==> src/rtl/fetch_stage.sv <==
// fetch_stage: instruction-fetch stage feeding the IF/ID register.
// At most one instruction-memory request is outstanding at a time.
// A word that returns while ID is stalled is parked in a one-entry buffer.
// A redirect made while a response is still pending leaves that request
// in flight, and the response is dropped when it arrives.
//
// Ports:
//   clk, rst                 clock, async active-high reset
//   imem_req, imem_addr      outstanding read request and its word address
//   imem_ready, imem_data    response handshake and returned word
//   stall                    ID cannot accept a new IF/ID entry
//   takeBranch, branchPC     redirect request and target
//   if_valid, if_instr       IF/ID entry (instr is 0 on a bubble)
//   if_pc, if_pc4            address of if_instr and that address + 4
//
// state   | meaning
// S_REQ     | request at imem_addr outstanding, response goes to IF/ID
// S_HOLD    | returned word buffered while ID is stalled, no request
// S_DISCARD | wrong-path response pending, r_pc holds the redirect target
module fetch_stage #(
  parameter logic [31:0] RESET_PC = 32'h0000_0000
) (
  input  logic        clk,
  input  logic        rst,
  output logic        imem_req,
  output logic [31:0] imem_addr,
  input  logic        imem_ready,
  input  logic [31:0] imem_data,
  input  logic        stall,
  input  logic        takeBranch,
  input  logic [31:0] branchPC,
  output logic        if_valid,
  output logic [31:0] if_instr,
  output logic [31:0] if_pc,
  output logic [31:0] if_pc4
);

  typedef enum logic [1:0] {S_REQ, S_HOLD, S_DISCARD} state_t;

  localparam logic [31:0] RESET_ADDR = {RESET_PC[31:2], 2'b00};

  state_t      r_state, w_state_nxt;
  logic        r_active;
  logic [31:0] r_addr, w_addr_nxt;
  logic [31:0] r_pc, w_pc_nxt;
  logic [31:0] r_buf, w_buf_nxt;
  logic        r_valid, w_valid_nxt;
  logic [31:0] r_instr, w_instr_nxt;
  logic [31:0] r_ifpc, w_ifpc_nxt;
  logic [31:0] r_ifpc4, w_ifpc4_nxt;

  logic [31:0] w_target;
  logic [31:0] w_addr4;
  logic        w_unused;

  assign w_target = {branchPC[31:2], 2'b00};
  assign w_addr4  = r_addr + 32'd4;
  assign w_unused = &{1'b0, branchPC[1:0]};

  always_ff @(posedge clk or posedge rst) begin
    if (rst) begin
      r_state  <= S_REQ;
      r_active <= 1'b0;
      r_addr   <= RESET_ADDR;
      r_pc     <= RESET_ADDR;
      r_buf    <= 32'h0;
      r_valid  <= 1'b0;
      r_instr  <= 32'h0;
      r_ifpc   <= 32'h0;
      r_ifpc4  <= 32'h0;
    end else begin
      // r_active holds off the first request until one edge after reset
      // release, so a response seen during or at reset release is ignored.
      r_active <= 1'b1;
      r_state  <= w_state_nxt;
      r_addr   <= w_addr_nxt;
      r_pc     <= w_pc_nxt;
      r_buf    <= w_buf_nxt;
      r_valid  <= w_valid_nxt;
      r_instr  <= w_instr_nxt;
      r_ifpc   <= w_ifpc_nxt;
      r_ifpc4  <= w_ifpc4_nxt;
    end
  end

  always_comb begin
    w_state_nxt = r_state;
    w_addr_nxt  = r_addr;
    w_pc_nxt    = r_pc;
    w_buf_nxt   = r_buf;
    w_valid_nxt = r_valid;
    w_instr_nxt = r_instr;
    w_ifpc_nxt  = r_ifpc;
    w_ifpc4_nxt = r_ifpc4;

    if (r_active) begin
      case (r_state)
        S_REQ: begin
          if (stall) begin
            if (imem_ready) begin
              w_buf_nxt   = imem_data;
              w_state_nxt = S_HOLD;
            end
          end else if (takeBranch) begin
            w_valid_nxt = 1'b0;
            w_instr_nxt = 32'h0;
            w_pc_nxt    = w_target;
            if (imem_ready) w_addr_nxt = w_target;
            else            w_state_nxt = S_DISCARD;
          end else if (imem_ready) begin
            w_valid_nxt = 1'b1;
            w_instr_nxt = imem_data;
            w_ifpc_nxt  = r_addr;
            w_ifpc4_nxt = w_addr4;
            w_addr_nxt  = w_addr4;
            w_pc_nxt    = w_addr4;
          end else begin
            w_valid_nxt = 1'b0;
            w_instr_nxt = 32'h0;
          end
        end
        S_HOLD: begin
          // r_addr still holds the address of the buffered word here.
          if (!stall) begin
            w_state_nxt = S_REQ;
            w_buf_nxt   = 32'h0;
            if (takeBranch) begin
              w_valid_nxt = 1'b0;
              w_instr_nxt = 32'h0;
              w_addr_nxt  = w_target;
              w_pc_nxt    = w_target;
            end else begin
              w_valid_nxt = 1'b1;
              w_instr_nxt = r_buf;
              w_ifpc_nxt  = r_addr;
              w_ifpc4_nxt = w_addr4;
              w_addr_nxt  = w_addr4;
              w_pc_nxt    = w_addr4;
            end
          end
        end
        S_DISCARD: begin
          // The pending response is consumed whether or not ID is stalled;
          // only the IF/ID update waits on stall.
          if (!stall) begin
            w_valid_nxt = 1'b0;
            w_instr_nxt = 32'h0;
            if (takeBranch) w_pc_nxt = w_target;
          end
          if (imem_ready) begin
            w_state_nxt = S_REQ;
            w_addr_nxt  = (!stall && takeBranch) ? w_target : r_pc;
          end
        end
        default: w_state_nxt = S_REQ;
      endcase
    end
  end

  assign imem_req  = r_active && (r_state != S_HOLD);
  assign imem_addr = r_addr;
  assign if_valid  = r_valid;
  assign if_instr  = r_instr;
  assign if_pc     = r_ifpc;
  assign if_pc4    = r_ifpc4;

endmodule

==> config.mk <==
export PLATFORM = sky130hd
export DESIGN_NAME = fetch_stage
export DESIGN_NICKNAME = d
export VERILOG_FILES = /design/src/rtl/fetch_stage.sv
export SDC_FILE = /design/constraint.sdc
export NUM_CORES = 1
export LEC_CHECK = 0
export ABC_AREA = 1
export ABC_CLOCK_PERIOD_IN_PS = 24000
export BUFFER_PORTS_ARGS = -buffer_cell sky130_fd_sc_hd__buf_4
export CAP_MARGIN = 20
export CORE_MARGIN = 2
export CORE_UTILIZATION = 45
export DETAILED_ROUTE_END_ITERATION = 12
export PLACE_DENSITY = 0.77
export SLEW_MARGIN = 20
export SYNTH_ARGS = -nofsm -noshare
export SYNTH_HDL_FRONTEND = slang
export SYNTH_SLANG_ARGS = --single-unit
export TNS_END_PERCENT = 100
==> constraint.sdc <==
create_clock -name clk -period 24 [get_ports clk]
set_input_delay 7.2 -clock clk [delete_from_list [all_inputs] [get_ports clk]]
set_output_delay 7.2 -clock clk [all_outputs]
set_load 0.01 [all_outputs]
==> results of run 1 <==
[per-layer routing]
metal	vias up	global-route usage [%]	share of wire [%]
met2	371	37.1	44
met4	0	8.55	2.8
met1	4222	33.4	44
li1	4438	-	-
met5	-	0	0
met3	43	6.88	9.7
[cell usage after synthesis, drive strengths merged]
cell type / number / area, µm²
nor3: 4 / 30.0
xor2: 6 / 52.6
o21ai: 102 / 514
buf: 49 / 288
nor2: 251 / 981
conb: 1 / 3.75
inv: 94 / 355
ha: 5 / 62.6
and2: 1 / 6.26
nand3: 70 / 350
clkinv: 1 / 3.75
xnor2: 1 / 8.76
clkbuf: 25 / 93.8
o22ai: 23 / 144
nand2: 336 / 1260
a21oi: 46 / 230
nand4: 2 / 12.5
a31oi: 65 / 407
o21a: 1 / 7.51
dfrtp: 194 / 4850
[through the flow]
stage | worst slack, ns | instances | hold slack, ns | util (%) | instance area (µm²)
floorplan | 11.52 | 1277 | 0.472 | - | 9670
global placement | 13.65 | 1684 | 0.456 | 53.2 | 11200
detailed placement | 13.66 | 1684 | 0.464 | 53.2 | 11200
CTS | 14.12 | 1715 | 0.484 | 56.0 | 11800
global route | 13.85 | 1715 | 0.519 | 56.0 | 11800
finish | 14.08 | 1716 | 0.481 | 56.0 | 11800
[cell type report]
class,count,area [µm²]
tap,275,344
multi-input combinational,914,4100
clock buffer,17,425
antenna,1,2.50
inverter,95,367
sequential,194,4850
timing repair buffer,206,1550
clock inverter,14,163
fill,1936,9280
[power groups by stage]
stage / logic, mW / registers (mW) / clock network, mW
5_1_grt: 0.830 / 0.618 / 0.302
4_1_cts: 0.738 / 0.596 / 0.288
3_3_place_gp: 0.717 / 0.595 / 0
3_5_place_dp: 0.735 / 0.601 / 0
6_report: 0.734 / 0.598 / 0.286
2_1_floorplan: 0.417 / 0.619 / 0
[cell families (layout without fill, tap and decap cells)]
group / Yosys count / in the layout / synth area share (%)
buffers and inverters: 169 / 332 / 7.66
other: 1 / 2 / 0.0388
and+or+nand+nor: 664 / 664 / 27.3
adders and majority gates: 5 / 5 / 0.647
AOI/OAI and AO/OA: 237 / 237 / 13.5
xor gates and xnor gates: 7 / 7 / 0.634
DFF: 194 / 194 / 50.2
[worst paths after layout]
check	end	slack [ns]	depth (start not counted)
min in group asynchronous	if_instr[0]	6.88	2
min	if_pc[6]	0.48	2
max	r_pc[10]	14.08	10
max in group asynchronous	if_instr[24]	15.76	3
max reg2reg	r_pc[10]	20.54	11
min reg2reg	if_pc[6]	0.48	2
[worst register-to-register path: stages, from the launching register on]
cell and delay [ns]:
dfrtp_1 0.38, inv_1 0.09, ha_2 0.37, buf_4 0.34
inv_1 0.24, nor2_8 0.14, inv_4 0.18, o21ai_2 0.09
nor2_4 0.75, inv_2 0.45, nor2_1 0.22, a21oi_1 0.08
[flip-flops by register name, indices dropped and copies added, names as in the netlist]
signal	flops
r_active	1
r_buf	32
if_instr	32
r_pc	32
if_pc4	30
imem_addr	32
if_valid	1
if_pc	32
r_state	2
==> summary.txt, run 1 <==
Die
  • Std cell rows: 53
  • Number of I/O pins: between 150 and 200
  • Die Height: 151 µm
  • Die ar.: roughly 23000 µm²
  • Initial Util: roughly 46%
  • Die Wd: between 150 and 200 µm
  • Core Region: about 21000 µm²

Cells and area
  • Most frequent cells in the layout: nand2_1, nor2_1, buf_4, dfrtp_1, o21ai_0
  • Nets: approximately 1500
  • Layout area overhead: 22.1%
  • Most common cell after layout, fill and taps aside: nand2_1
  • Layout cell share with drive strength beyond 1: between 15 and 20%

Worst setup path
  • Arr. time, crit path: just over 10 ns
  • Critical path startpoint: takeBranch
  • Critical-path maximum fanout: 42
  • Crit-path cells: buf_4, inv_2, nor2_4, nor2_8, inv_4, o21ai_2, nor2_4, inv_2, nor2_1, a21oi_1
  • Buf/Inv on CP: 4
  • Critical path class: input pin to flip-flop
  • CP max stage delay: roughly 0.75 ns
  • Critical Path RT: approximately 24 ns
  • CP endpoint kind: flip-flop
  • Startpoint Class: input pin
  • Critical path's slowest cell: nor2_4
  • Worst r2r src: r_state[0]
  • CP delay by family, top: simple AND/OR/NAND/NOR gates

Clock network
  • Clock buffer depth: 2
  • Clock tree root buffer cell: clkbuf_16
  • Clock buffer count from CTS: 17
  • Post_cts resized: 0
  • H-tree depth: 4
  • Post CTS Setup Buffer Count: 0
  • CTS Hold Buffers Added: 0
  • Clock Sinks: roughly 190
  • Clk slew on worst S/H paths: approximately 0.08 ns
  • Clock Latency Late Sink: around 0.45 ns
  • CTS tree: done

STA
  • Setup violators final: 0
  • Final hold vios: 0
  • Slew Limit Fails: 0
  • RSZ-0062 raised after global routing: false
  • Tmin final: between 9 and 10 ns
  • Tcrit/Tclk final: 41.3%
  • Clk_skew: approximately 0.013 ns
  • Setup_tns: 0 ns
  • Slew headroom: between 20% and 30%
  • F_max: around 100 MHz
  • Worst Tran Pin Value: ~1.1 ns

Pwr
  • IR Drop Worst-Case VDD: a little under 0.00007 V
  • Net Sw Power: about 0.70 mW
  • Static Leak: 5.91 nW
  • Clock Power Share: between 10% and 20%
  • P_int: between 0.9 and 1 mW
  • Gate power share: ~45%
  • Part of the power in registers: ~37%
  • Power, Total: roughly 1.6 mW
  • Net Sw Frac: 43.3%
  • Power Density: roughly 140 nW/µm²

Routing
  • Final WL: ~27000 µm
  • Per-cell routed wire length: ~16 µm
  • Drt first pass iters: 5
  • Avg Vias per Cell: about 5.3
  • Starting DRT DRC Count: a little under 800
  • Vias: 9074
  • DRC: 0
  • Final ANT Viol Nets: 0

Synthesis
  • Mapped Area: around 9700 µm²
  • Syn Nets: 1351
  • Sequential element share of the synthesized area: about half
  • Syn avg cell area: 7.57 µm²
  • Cell variety after synth: 32
  • Post-synthesis sequential element count: 194
  • YS warnings: 0
  • Mapped Cells: 1277

GRT
  • Global-route wire length before repair: 43600 µm
  • Vias in the first global route: roughly 8400
  • GR Util All Layers: between 20% and 30%
  • Global route overflow: 0
  • Antenna violations before repair: 1
  • Largest net degree at the start of global routing: between 100 and 150

Worst hold path
  • Worst hold path class: flip-flop to flip-flop
  • Worst hold start: if_pc[6]

Placement
  • Detail Placement HPWL: approximately 18000 µm
  • Routability Congestion: slightly above 0.9
  • Port bufs: between 150 and 200

Outcome
  • Status: completed

Run
  • Max cap viols: 0
(Power assumes the default switching activity.)
==> run 2: changes to the inputs <==
--- a/config.mk
+++ b/config.mk
@@ -5,8 +5,8 @@
 export SDC_FILE = /design/constraint.sdc
 export NUM_CORES = 1
 export LEC_CHECK = 0
-export ABC_AREA = 1
-export ABC_CLOCK_PERIOD_IN_PS = 24000
+export ABC_AREA = 0
+export ABC_CLOCK_PERIOD_IN_PS = 10200
 export BUFFER_PORTS_ARGS = -buffer_cell sky130_fd_sc_hd__buf_4
 export CAP_MARGIN = 20
 export CORE_MARGIN = 2
==> constraint.sdc (replaced) <==
create_clock -name clk -period 10.2 [get_ports clk]
set_input_delay 3.06 -clock clk [delete_from_list [all_inputs] [get_ports clk]]
set_output_delay 3.06 -clock clk [all_outputs]
set_load 0.01 [all_outputs]
==> run 2 against run 1 <==
Design area down 1.0%. Power up 130%. Sequential share of layout area up 0.42 points. Critical endpoint is now imem_addr[25].
==> summary.txt, run 2 <==
Outcome
  • Status: completed

STA
  • Slew Limit Fails: 0 (unchanged)
  • Tmin final: 4.63 ns
  • Clk_skew: 0.0118 ns (-0.00107 ns)
  • Setup_tns: 0 ns (unchanged)
  • Setup violators final: 0 (unchanged)
  • Worst Tran Pin Value: 1.13 ns (+0.0511 ns)
  • Final hold vios: 0 (unchanged)
  • Tcrit/Tclk final: 45.4%
  • RSZ-0062 raised after global routing: false
  • Slew headroom: 24.3% (-3.6 points)
  • F_max: 216 MHz

Die
  • Number of I/O pins: 199 (unchanged)
  • Die Height: 149 µm (-1.3%)
  • Die ar.: 22100 µm² (-2.5%)
  • Die Wd: 149 µm (-1.3%)
  • Initial Util: 46.3% (+0.40 points)
  • Core Region: 20400 µm² (-3.4%)
  • Std cell rows: 52 (-1.9%)

Cells and area
  • Layout area overhead: 24.0%
  • Most common cell after layout, fill and taps aside: buf_4
  • Core Util, Final: 57.4% (+1.4 points)
  • Layout cell share with drive strength beyond 1: 26.1% (+8.3 points)
  • Most frequent cells in the layout: buf_4, dfrtp_1, nor2_1, a21oi_1, nand2_1
  • Ant. Diodes: 0 (-1)
  • FILL cells: 1821 (-5.9%)
  • Nets: 1199 (-20%)

GRT
  • Vias in the first global route: 7906 (-5.4%)
  • Global-route wire length before repair: 41400 µm (-5.0%)
  • Largest net degree at the start of global routing: 131 (+0.77%)
  • Antenna violations before repair: 0 (-1)
  • Global route overflow: 0 (unchanged)
  • GR Util All Layers: 23.4% (-0.91 points)

Synthesis
  • Predominant post-synthesis flop cell: dfrtp_1
  • YS warnings: 0 (unchanged)
  • Mapped Area: 9420 µm² (-2.6%)
  • Post-synthesis sequential element count: 194 (unchanged)
  • Synth top area cells: dfrtp_1, a21oi_1, mux2_2
  • Top-count cell post-synth: dfrtp_1
  • Syn avg cell area: 9.65 µm² (+27%)
  • Share of the synthesized area in the top cell type: 51.5% (+1.3 points)
  • Cell variety after synth: 62 (+94%)
  • Mapped Cells: 976 (-24%)
  • FFs w/ async S/R, synth: 100% (unchanged)
  • Sequential element share of the synthesized area: 51.5% (+1.3 points)
  • List of most frequent post-synthesis cells: dfrtp_1, nor2_1, a21oi_1
  • Syn Nets: 1050 (-22%)
  • Area leader, netlist: dfrtp_1
  • Number of synthesized flops with an enable pin: 0 (unchanged)

Worst hold path
  • Worst hold path class: flip-flop to flip-flop

Pwr
  • Static Leak: 5.17 nW (-13%)
  • Power Density: 316 nW/µm² (+130%)
  • IR Drop Worst-Case VDD: 0.000153 V (+120%)

Routing
  • Avg Vias per Cell: 5.75 (+8.8%)
  • Starting DRT DRC Count: 650 (-18%)
  • Drt first pass iters: 5 (unchanged)
  • Vias: 8103 (-11%)
  • Final ANT Viol Nets: 0 (unchanged)
  • Final WL: 25700 µm (-5.3%)
  • Per-cell routed wire length: 18.3 µm (+15%)
  • DRC: 0 (unchanged)

Clock network
  • Post CTS Setup Buffer Count: 0 (unchanged)
  • CTS Hold Buffers Added: 0 (unchanged)
  • Clock Latency Late Sink: 0.43 ns (-0.02 ns)
  • Clock tree root buffer cell: clkbuf_16
  • H-tree depth: 4 (unchanged)
  • Post_cts resized: 0 (unchanged)
  • Clock Sinks: 194 (unchanged)
  • Clk slew on worst S/H paths: 0.07 ns (about the same)
  • CTS tree: done
  • Clock buffer count from CTS: 17 (unchanged)
  • Clock buffer depth: 2 (unchanged)

Placement
  • Detail Placement HPWL: 16800 µm (-8.4%)
  • Routability Congestion: 0.843 (-8.7%)
  • Port bufs: 196 (unchanged)

Worst setup path
  • Critical path class: input pin to flip-flop
  • CP endpoint kind: flip-flop
  • Startpoint Class: input pin
  • Arr. time, crit path: 4.95 ns (-5.29 ns)
  • Critical Path RT: 10.52 ns (-13.80 ns)
  • Critical-path maximum fanout: 24 (-43%)

Run
  • Max cap viols: 0 (unchanged)
==> run 2: cell types whose count changed after synthesis, moves of 26 or more <==
cell,delta
nand2b_1,+37
a22oi_1,+35
a31oi_1,-50
nor2_1,-144
mux2_2,+38
a21oi_1,+47
clkbuf_1,+26
nand3_1,-54
inv_1,-74
nand2_1,-245
==> run 2: layer usage <==
metal  track usage [%]  vias to the layer above  wire (µm)
li1                  -                     3783          -
met4              6.95                        0        460
met1              31.7                     3958      11000
met5                 0                        -          0
met3              4.85                       41       1940
met2              38.3                      321      12300
==> run 2: path summary, 6_finish.rpt <==
check / startpoint / to / slack, ns / depth (start not counted)
worst max-delay path: stall / imem_addr[25] / 5.57 / 5
worst min-delay path: r_pc[0] / r_pc[0] / 0.48 / 2
worst max register to register: imem_addr[2] / if_pc4[18] / 7.29 / 6
worst min register to register: r_pc[0] / r_pc[0] / 0.48 / 2
max in group asynchronous: rst / if_pc[4] / 5.90 / 3
min in group asynchronous: rst / if_pc[10] / 2.81 / 2
==> run 2: logic make-up (layout without fill, tap and decap cells) <==
group,count (synthesis),count (layout),share of synthesized area (%)
xor gates and xnor gates,23,23,2.14
muxes,45,45,5.29
and+or+nand+nor,301,301,15.4
DFF,194,194,51.5
other,1,1,0.0398
adders and majority gates,5,5,0.664
buffers and inverters,96,258,4.24
AOI/OAI and AO/OA,311,311,20.7
==> run 2: where the power goes <==
part	switching, mW	total [mW]	internal (mW)
combinational	0.808	1.53	0.726
clock	0.328	0.702	0.375
sequential	0.315	1.45	1.14
==> run 2: critical path, cell delays in order <==
cell	delay [ns]
buf_4	0.18
a21boi_0	0.45
o211a_1	0.81
o21ai_0	0.22
a22o_1	0.22
==> run 2: stage by stage <==
stage / worst slack [ns] / hold WS, ns / total power, mW / instances / area, µm²
CTS: 5.53 / 0.482 / 3.70 / 1407 / 11700
global route: 5.42 / 0.504 / 3.94 / 1408 / 11700
global placement: 5.16 / 0.452 / 2.93 / 1375 / 11000
floorplan: 1.86 / 0.439 / 2.31 / 976 / 9420
detailed placement: 5.10 / 0.465 / 2.99 / 1375 / 11000
finish: 5.57 / 0.482 / 3.69 / 1408 / 11700
==> run 2: area by class of cell <==
class                   instances  area, µm²  share of cell area [%]
flip-flops and latches        194       4850                    41.6
inverters                      18       75.1                   0.643
well taps                     270        338                    2.89
repair buffers                208       1580                    13.5
multi-input cells             686       4220                    36.1
clock inverters                15        189                    1.62
clock buffers                  17        425                    3.64
==> run 3: changes to the inputs <==
--- a/config.mk
+++ b/config.mk
@@ -5,14 +5,14 @@
 export SDC_FILE = /design/constraint.sdc
 export NUM_CORES = 1
 export LEC_CHECK = 0
-export ABC_AREA = 0
-export ABC_CLOCK_PERIOD_IN_PS = 10200
+export ABC_AREA = 1
+export ABC_CLOCK_PERIOD_IN_PS = 4190
 export BUFFER_PORTS_ARGS = -buffer_cell sky130_fd_sc_hd__buf_4
 export CAP_MARGIN = 20
 export CORE_MARGIN = 2
 export CORE_UTILIZATION = 45
 export DETAILED_ROUTE_END_ITERATION = 12
-export PLACE_DENSITY = 0.77
+export PLACE_DENSITY = 0.79
 export SLEW_MARGIN = 20
 export SYNTH_ARGS = -nofsm -noshare
 export SYNTH_HDL_FRONTEND = slang
==> constraint.sdc (replaced) <==
create_clock -name clk -period 4.19 [get_ports clk]
set_input_delay 1.257 -clock clk [delete_from_list [all_inputs] [get_ports clk]]
set_output_delay 1.257 -clock clk [all_outputs]
set_load 0.01 [all_outputs]
==> run 3 against run 2 <==
Largest power group unchanged. Final cell count grew 23%. Critical path depth shrank 1. Via count grew 14%. First-iteration DRC count grew 33%. Global-route usage grew 0.98 points. Sequential share of layout area shrank 0.85 points. Register-to-register slack lost 5.6 ns. Sequential cell count is the same. Design area grew 2.1%.
==> summary.txt, run 3 (synthesized netlist as in run 1, its figures left out) <==
Clock network
  • Clk slew on worst S/H paths: 0.08 ns (about the same)
  • Clock Sinks: 194 (unchanged)
  • CTS Hold Buffers Added: 0 (unchanged)
  • Post CTS Setup Buffer Count: 0 (unchanged)
  • CTS tree: done
  • Clock Latency Late Sink: 0.44 ns (about the same)
  • Clock buffer depth: 2 (unchanged)
  • Post_cts resized: 0 (unchanged)
  • H-tree depth: 4 (unchanged)
  • Clock buffer count from CTS: 17 (unchanged)
  • Clock tree root buffer cell: clkbuf_16

Worst setup path
  • Startpoint Class: flip-flop
  • CP max stage delay: 0.41 ns (-0.40 ns)
  • Critical Path RT: 2.93 ns (-7.59 ns)
  • CP endpoint kind: output pin
  • Arr. time, crit path: 1.46 ns (-3.49 ns)
  • Critical path's slowest cell: dfrtp_1
  • Crit-path cells: inv_1, ha_1, nor2_1, buf_4
  • Critical-path maximum fanout: 6 (-75%)
  • Critical path class: flip-flop to output pin
  • R2R cell count: 10 (+4)

Placement
  • Detail Placement HPWL: 18700 µm (+11%)
  • Routability Congestion: 0.894 (+6.1%)
  • Cell Area, Placed: 11300 µm² (+2.4%)
  • Port bufs: 196 (unchanged)

STA
  • F_max: around 370 MHz
  • RSZ-0062 raised after global routing: false
  • Slew Limit Fails: 0 (unchanged)
  • Worst Tran Pin Value: 1.04 ns (-0.0851 ns)
  • Setup_tns: 0 ns (unchanged)
  • Final hold slack: 0.479 ns (-0.00348 ns)
  • Final hold vios: 0 (unchanged)
  • Tcrit/Tclk final: about two thirds
  • Setup violators final: 0 (unchanged)
  • Slew headroom: 30.2% (+5.9 points)
  • Tmin final: 2.71 ns
  • Clk_skew: 0.0177 ns (+0.00587 ns)

Routing
  • Routed length on met3: 2510 µm (+29%)
  • DRC: 0 (unchanged)
  • Met1 WL: 11600 µm (+5.7%)
  • Met2 wire length: 12300 µm (-0.18%)
  • Vias: 9208 (+14%)
  • Avg Vias per Cell: 5.34 (-7.2%)
  • Uppermost layer routed: met4
  • Starting DRT DRC Count: 866 (+33%)
  • Final WL: 27200 µm (+5.8%)
  • Drt first pass iters: 5 (unchanged)
  • Final ANT Viol Nets: 0 (unchanged)
  • Per-cell routed wire length: 15.8 µm (-14%)

Worst hold path
  • Min-Delay Path Depth: 2 (unchanged)
  • Worst hold path class: flip-flop to flip-flop

Die
  • Initial Util: 45.9% (-0.40 points)
  • Number of I/O pins: 199 (unchanged)
  • Std cell rows: 53 (+1.9%)
  • Core Region: 21100 µm² (+3.6%)
  • Die Wd: 151 µm (+1.3%)
  • Die Height: 151 µm (+1.3%)
  • Die ar.: 22700 µm² (+2.6%)

Cells and area
  • Most common cell after layout, fill and taps aside: nand2_1
  • Layout cell share with drive strength beyond 1: 18.3% (-7.8 points)
  • Final Instance Area: 11900 µm² (+2.1%)
  • Nets: 1510 (+26%)
  • Most frequent cells in the layout: nand2_1, nor2_1, buf_4, dfrtp_1, o21ai_0
  • FILL cells: 1892 (+3.9%)
  • Layout area overhead: 23.3%

Pwr
  • Gate power share: 45.4% (+3.8 points)
  • Net Sw Frac: 43.2% (+3.9 points)
  • IR Drop Worst-Case VDD: 0.000321 V (+110%)
  • P_int: 5.31 mW (+140%)
  • Power Density: 784 nW/µm² (+150%)
  • Net Sw Power: 4.04 mW (+180%)
  • Part of the power in registers: 36.7% (-2.7 points)
  • Static Leak: 5.98 nW (+16%)
  • Clock Power Share: 17.9% (-1.1 points)

GRT
  • Antenna violations before repair: 1 (+1)
  • GR Util All Layers: 24.4% (+0.98 points)
  • Global route overflow: 0 (unchanged)
  • Vias in the first global route: 8638 (+9.3%)
  • Global-route wire length before repair: 43700 µm (+5.6%)
  • Largest net degree at the start of global routing: 69 (-47%)

Outcome
  • Status: completed

Run
  • Max cap viols: 0 (unchanged)
## run 3: layout make-up
type	count	area, µm²	share of cell area, %
multi-input cells	914	4100	34.4
clock inverters	14	178	1.49
repair buffers	214	1640	13.8
diodes	1	2.50	0.0210
well taps	275	344	2.89
clock buffers	18	439	3.68
inverters	95	363	3.04
flip-flops and latches	194	4850	40.7
## run 3: power groups by stage
stage | Clock (mW) | Combinational (mW) | Sequential, mW
4_1_cts | 1.70 | 4.26 | 3.42
2_1_floorplan | 0 | 2.39 | 3.55
5_1_grt | 1.78 | 4.79 | 3.53
6_report | 1.67 | 4.25 | 3.44
3_5_place_dp | 0 | 4.25 | 3.45
3_3_place_gp | 0 | 4.12 | 3.42
## run 3: path summary, 6_finish.rpt
check,startpoint,to,slack [ns]
max,r_state[1],imem_req,1.48
min,if_pc4[8],if_pc4[8],0.48
max reg2reg,r_state[0],imem_addr[0],1.65
min reg2reg,if_pc4[8],if_pc4[8],0.48
max in group asynchronous,rst,r_buf[22],2.43
min in group asynchronous,rst,r_pc[2],0.96
## run 3: layer usage
| metal | GRT usage, % | vias up |
|---|---|---|
| met4 | 9.86 | 0 |
| li1 | - | 4452 |
| met2 | 37.1 | 390 |
| met5 | 0 | - |
| met3 | 6.18 | 45 |
| met1 | 33.5 | 4321 |
## run 3: worst max-delay path, delay by kind of cell (launching register included)
family | cells | cell delay, ns
buf+inv | 2 | 0.26
flops | 1 | 0.41
simple gates | 1 | 0.08
fa+ha+maj | 1 | 0.28
## run 3: through the flow
step,total power [mW],utilization [%],setup slack (ns),std cells
global placement,7.54,53.6,1.16,1692
CTS,9.37,56.5,1.47,1724
detailed placement,7.70,53.6,1.07,1692
finish,9.35,56.6,1.48,1725
global route,10.1,56.5,1.39,1724
floorplan,5.94,-,0.429,1277
